==> config.mk <==
export PLATFORM = sky130hd
export DESIGN_NAME = kulisch_dot_accumulator
export DESIGN_NICKNAME = d
export VERILOG_FILES = /design/src/rtl/kulisch_dot_accumulator.sv
export SDC_FILE = /design/constraint.sdc
export NUM_CORES = 1
export LEC_CHECK = 0
export ABC_AREA = 1
export CAP_MARGIN = 20
export CORE_MARGIN = 3
export CORE_UTILIZATION = 50
export CTS_BUF_LIST = sky130_fd_sc_hd__clkbuf_4
export DETAILED_ROUTE_END_ITERATION = 8
export PLACE_DENSITY = 0.83
export SLEW_MARGIN = 20
export SYNTH_ARGS = -nofsm -noshare
export SYNTH_HDL_FRONTEND = slang
export SYNTH_SLANG_ARGS = --single-unit
export TNS_END_PERCENT = 20
==> constraint.sdc <==
create_clock -name clock -period 7.83 [get_ports clock]
set_input_delay 1.566 -clock clock [delete_from_list [all_inputs] [get_ports clock]]
set_output_delay 1.566 -clock clock [all_outputs]
set_load 0.005 [all_outputs]
==> src/rtl/kulisch_dot_accumulator.sv <==
// Kulisch accumulator stage behind the float multiply-add datapath.
// Holds the running sum and hands each finished dot product downstream.
module kulisch_dot_accumulator #(
  parameter int ACC_NON_FRAC = 17,
  parameter int ACC_FRAC     = 11,
  parameter int CNT_W        = 16,
  localparam int ACC_W       = ACC_NON_FRAC + ACC_FRAC
) (
  input  logic             clock,
  input  logic             reset,
  input  logic             inValid,
  input  logic             inLast,
  output logic             inReady,
  input  logic [ACC_W-1:0] sumIn,
  input  logic             sumInOverflow,
  output logic [ACC_W-1:0] accFeed,
  input  logic             clear,
  output logic             outValid,
  input  logic             outReady,
  output logic [ACC_W-1:0] outAcc,
  output logic             outOverflow,
  output logic [CNT_W-1:0] outCount
);

  typedef enum logic {ACCUM, HOLD} state_t;

  state_t           state;
  logic [ACC_W-1:0] acc;
  logic             accOvf;
  logic [CNT_W-1:0] cnt;
  logic [CNT_W-1:0] cntInc;
  logic             accept;
  logic             take;

  assign accFeed  = acc;
  assign outValid = (state == HOLD);
  assign inReady  = (state == ACCUM) | outReady;
  assign accept   = inValid & inReady;
  // A clear consumes the element but throws it away, including a last one.
  assign take     = accept & ~clear;
  assign cntInc   = (cnt == '1) ? cnt : cnt + CNT_W'(1);

  always_ff @(posedge clock or posedge reset) begin
    if (reset) begin
      state       <= ACCUM;
      acc         <= '0;
      accOvf      <= 1'b0;
      cnt         <= '0;
      outAcc      <= '0;
      outOverflow <= 1'b0;
      outCount    <= '0;
    end else begin
      if (state == HOLD && outReady)
        state <= ACCUM;

      if (clear) begin
        acc    <= '0;
        accOvf <= 1'b0;
        cnt    <= '0;
      end else if (take && !inLast) begin
        acc    <= sumIn;
        accOvf <= accOvf | sumInOverflow;
        cnt    <= cntInc;
      end else if (take && inLast) begin
        outAcc      <= sumIn;
        outOverflow <= accOvf | sumInOverflow;
        outCount    <= cntInc;
        acc         <= '0;
        accOvf      <= 1'b0;
        cnt         <= '0;
        state       <= HOLD;
      end
    end
  end

endmodule

==> impl_metrics.prom <==
# TYPE chip_impl_metric gauge
chip_impl_info{name="setup.worst_path.start_class",value="input port"} 1
chip_impl_metric{name="clock_slew_seen_by_the_registers_of_the_worst_setup_and_hold_paths",unit="ns"} 0.13
chip_impl_metric{name="grt_max_degree",unit=""} 92
chip_impl_metric{name="vias",unit=""} 3482
chip_impl_info{name="ctsRootBufferMaster",value="clkbuf_4"} 1
chip_impl_info{name="synth_ff_type",value="dfrtp_1"} 1
chip_impl_metric{name="drtIter0Drc",unit=""} 184
chip_impl_metric{name="placement.cell_area",unit="um^2"} 5160
chip_impl_metric{name="gp_congestion",unit=""} 0.879
chip_impl_metric{name="setup_violations",unit=""} 0
chip_impl_metric{name="required_time_worst_endpoint",unit="ns"} 6.26
chip_impl_metric{name="drt_via_density",unit=""} 5.22
chip_impl_metric{name="drc_markers",unit=""} 0
chip_impl_metric{name="post-route-period-util",unit="%"} 55.1
chip_impl_info{name="crit_end",value="inReady"} 1
chip_impl_info{name="worstSetupStartpoint",value="outReady"} 1
chip_impl_metric{name="yosysUniqueCellTypes",unit=""} 26
chip_impl_metric{name="die-width",unit="um"} 95.3
chip_impl_metric{name="synth_top_cell_area_share",unit="%"} 57.1
chip_impl_metric{name="synth-edff-count",unit=""} 0
chip_impl_metric{name="cts_inserted_buffers",unit=""} 9
chip_impl_metric{name="synth_fa_ha_area_share",unit="%"} 0.314
chip_impl_info{name="synthTopCellsByArea",value="dfrtp_1 57%, nand2_1 12%, o21ai_0 7.2%"} 1
chip_impl_metric{name="total_routed_length",unit="um"} 9840
chip_impl_metric{name="p_leak",unit="nW"} 2.61
chip_impl_metric{name="hold_buffers",unit=""} 0
chip_impl_metric{name="num-fill-cells",unit=""} 561
chip_impl_metric{name="worst_ep_arrival_time",unit="ns"} 2.75
chip_impl_metric{name="floorplan.die_area",unit="um^2"} 9080
chip_impl_info{name="run_status",value="complete, no violations"} 1
chip_impl_metric{name="post_synth_xor_area_fraction",unit="%"} 0.879
chip_impl_metric{name="synth-seq-area-share",unit="%"} 57.1
chip_impl_info{name="rsz_0062_raised_after_global_routing",value="no"} 1
chip_impl_metric{name="fmax",unit="MHz"} 232
chip_impl_metric{name="grt.overflow.total",unit=""} 0
chip_impl_metric{name="cts-root-to-sink-buffers",unit=""} 2
chip_impl_metric{name="dieHeight",unit="um"} 95.3
chip_impl_metric{name="placedCellCount",unit=""} 651
chip_impl_info{name="yosys.area.top_type",value="dfrtp_1"} 1
chip_impl_metric{name="grt_antenna_before_repair",unit=""} 0
chip_impl_metric{name="r2r_slack",unit="ns"} 5.71
chip_impl_info{name="hp-class",value="reg -> reg"} 1
chip_impl_metric{name="layout-drive-gt1-share",unit="%"} 7.39
chip_impl_metric{name="worstRegToRegCells",unit=""} 6
chip_impl_metric{name="synth.mux.area_fraction",unit="%"} 0
chip_impl_metric{name="grt_pass1_wl",unit="um"} 16400
chip_impl_metric{name="slew-limit-headroom",unit="%"} 44.5
chip_impl_metric{name="postLayoutCellArea",unit="um^2"} 5310
chip_impl_metric{name="cts_sinks",unit=""} 91
chip_impl_metric{name="htree_num_levels",unit=""} 3
chip_impl_metric{name="finish.cell_count_without_fillers",unit=""} 667
chip_impl_metric{name="worstSkewPairLatency",unit="ns"} 0.42
chip_impl_metric{name="maxCapViolCount",unit=""} 0
chip_impl_metric{name="io_pins",unit=""} 110
chip_impl_metric{name="post-cts-setup-buffers",unit=""} 0
chip_impl_metric{name="vdd.ir_drop.worst",unit="mV"} 0.167
chip_impl_metric{name="final_layout_net_count",unit=""} 599
chip_impl_metric{name="worst_clock_skew",unit="ns"} 0.0113
chip_impl_metric{name="complex_gate_fraction_of_the_synthesized_area",unit="%"} 9.29
chip_impl_metric{name="ys_seq_elements",unit=""} 91
chip_impl_metric{name="drt_first_pass_iters",unit=""} 5
chip_impl_metric{name="drt.antenna.violating_nets",unit=""} 0
chip_impl_info{name="worst-setup-path-type",value="in -> out"} 1
chip_impl_metric{name="core.rowCount",unit=""} 31
chip_impl_metric{name="total_routing_usage_gr",unit="%"} 23.2
chip_impl_metric{name="syn-num-nets",unit=""} 496
chip_impl_metric{name="placeableCoreArea",unit="um^2"} 7490
chip_impl_metric{name="final.min_clock_period",unit="ns"} 4.32
chip_impl_metric{name="area_growth",unit="%"} 33.1
chip_impl_metric{name="async_reset_ff_share",unit="%"} 100
chip_impl_metric{name="ys_warn_count",unit=""} 0
chip_impl_metric{name="cp_max_fo",unit=""} 5
chip_impl_metric{name="place.detailed.hpwl",unit="um"} 6780
chip_impl_info{name="critPathCaptureType",value="output port"} 1
chip_impl_metric{name="hold_viol_final",unit=""} 0
chip_impl_metric{name="synthesis.instances",unit=""} 460
chip_impl_metric{name="finalSetupTns",unit="ns"} 0
chip_impl_metric{name="floorplan.initialDensity",unit="%"} 53.3
chip_impl_info{name="worst_r2r_endpoint",value="outCount[12]"} 1
chip_impl_metric{name="synthSimpleGateAreaFrac",unit="%"} 25.6
chip_impl_metric{name="tightestPinTransition",unit="ns"} 0.831
chip_impl_metric{name="number_of_global_route_vias_before_repair",unit=""} 3413
chip_impl_info{name="crit_reg_reg_startpoint",value="outValid"} 1
chip_impl_metric{name="power_density",unit="nW/um^2"} 178
chip_impl_metric{name="postSynthAreaPerCell",unit="um^2"} 8.67
chip_impl_info{name="tritoncts_clock_tree",value="done"} 1
chip_impl_metric{name="final_slew_violations",unit=""} 0
chip_impl_metric{name="mapped_area",unit="um^2"} 3990
chip_impl_metric{name="antenna_cells",unit=""} 0
chip_impl_metric{name="post_cts_resized",unit=""} 0
chip_impl_metric{name="numPortBuffers",unit=""} 109
chip_impl_info{name="synth_top_family_by_area",value="simple AND/OR/NAND/NOR gates"} 1
chip_impl_metric{name="drt-wirelength-per-cell",unit="um"} 14.8
==> where the power goes <==
part	internal, mW	total, mW	switching (mW)	leakage, nW
combinational	0.0900	0.157	0.0669	1.32
clock	0.106	0.262	0.156	0.0697
sequential	0.505	0.528	0.0225	1.22
==> critical path, stage by stage <==
cell             delay, ns
clkdlybuf4s50_1       0.45
inv_1                 0.04
nand2_1               0.16
clkdlybuf4s50_1       0.54
==> how the worst min path moves through the flow <==
stage | start | endpoint | slack (ns) | cells past startpoint
floorplan | outCount[13] | outCount[13] | 0.47 | 2
global placement | outCount[13] | outCount[13] | 0.46 | 2
detailed placement | outCount[10] | outCount[10] | 0.46 | 2
CTS | outCount[10] | outCount[10] | 0.50 | 2
global route | outAcc[25] | outAcc[25] | 0.52 | 2
finish | outCount[12] | outCount[12] | 0.50 | 2
==> cells in the final DEF (no fill, tap or decap), drive strengths merged <==
cell type      Yosys  layout
clkinvlp           0       3
nand4              6       6
a21oi              2       2
nand3b             1       1
o21ai             66      66
or2                2       2
nand2            128     128
dfrtp             91      91
clkinv             0       1
o21bai             4       4
inv               49      49
clkdlybuf4s50      0     109
nor2              23      23
ha                 1       1
bufinv             0       1
nand3             62      62
clkbuf            18      11
xor2               4       4
buf                3       4
==> per-stage QoR <==
step / power (mW) / hold slack, ns / worst slack (ns) / util (%)
after global placement: 0.691 / 0.465 / 3.51 / 68.9
final: 0.946 / 0.496 / 3.51 / 70.9
after floorplan: 0.586 / 0.472 / 3.90 / -
after CTS: 0.954 / 0.505 / 3.51 / 70.9
after global routing: 0.992 / 0.525 / 3.45 / 70.9
after detailed placement: 0.694 / 0.465 / 3.51 / 68.9
==> Yosys cell counts, types with 2 or more instances <==
master and n:
o21ai_1 9, o21ai_0 57, nand3_2 8, inv_1 46
xor2_1 4, a21oi_1 2, dfrtp_1 91, nand2_1 124
nand3_1 54, nor2_1 20, buf_2 2, nand2_2 3
nand4_1 5, o21bai_1 4, inv_2 2, clkbuf_1 18
or2_2 2
==> registers in the layout, indices dropped and copies added, names as in the netlist <==
| register | count |
|---|---|
| outOverflow | 1 |
| outValid | 1 |
| accOvf | 1 |
| cnt | 16 |
| outCount | 16 |
| outAcc | 28 |
| accFeed | 28 |
==> cell families (layout without fill, tap and decap cells) <==
kind of cell / count (synthesis) / in the layout
XOR/XNOR: 4 / 4
flip-flops: 91 / 91
buffers and inverters: 70 / 178
AO/OA/AOI/OAI: 72 / 72
AND/OR/NAND/NOR: 222 / 222
adder cells (fa/ha/maj): 1 / 1
==> routing by layer <==
metal	track usage [%]	routed length (um)
met3	6.31	623
met4	6.85	159
met5	0	0
met2	38.5	4890
met1	29.7	4170
==> cell type report <==
type | instances | area [um^2] | share of cell area, %
flip-flops and latches | 91 | 2280 | 42.9
multi-input cells | 299 | 1450 | 27.3
repair buffers | 113 | 1120 | 21.2
inverters | 49 | 190 | 3.58
well taps | 99 | 124 | 2.33
clock buffers | 11 | 82.6 | 1.56
clock inverters | 5 | 61.3 | 1.15
No activity file was read; power rests on OpenSTA's default activity.
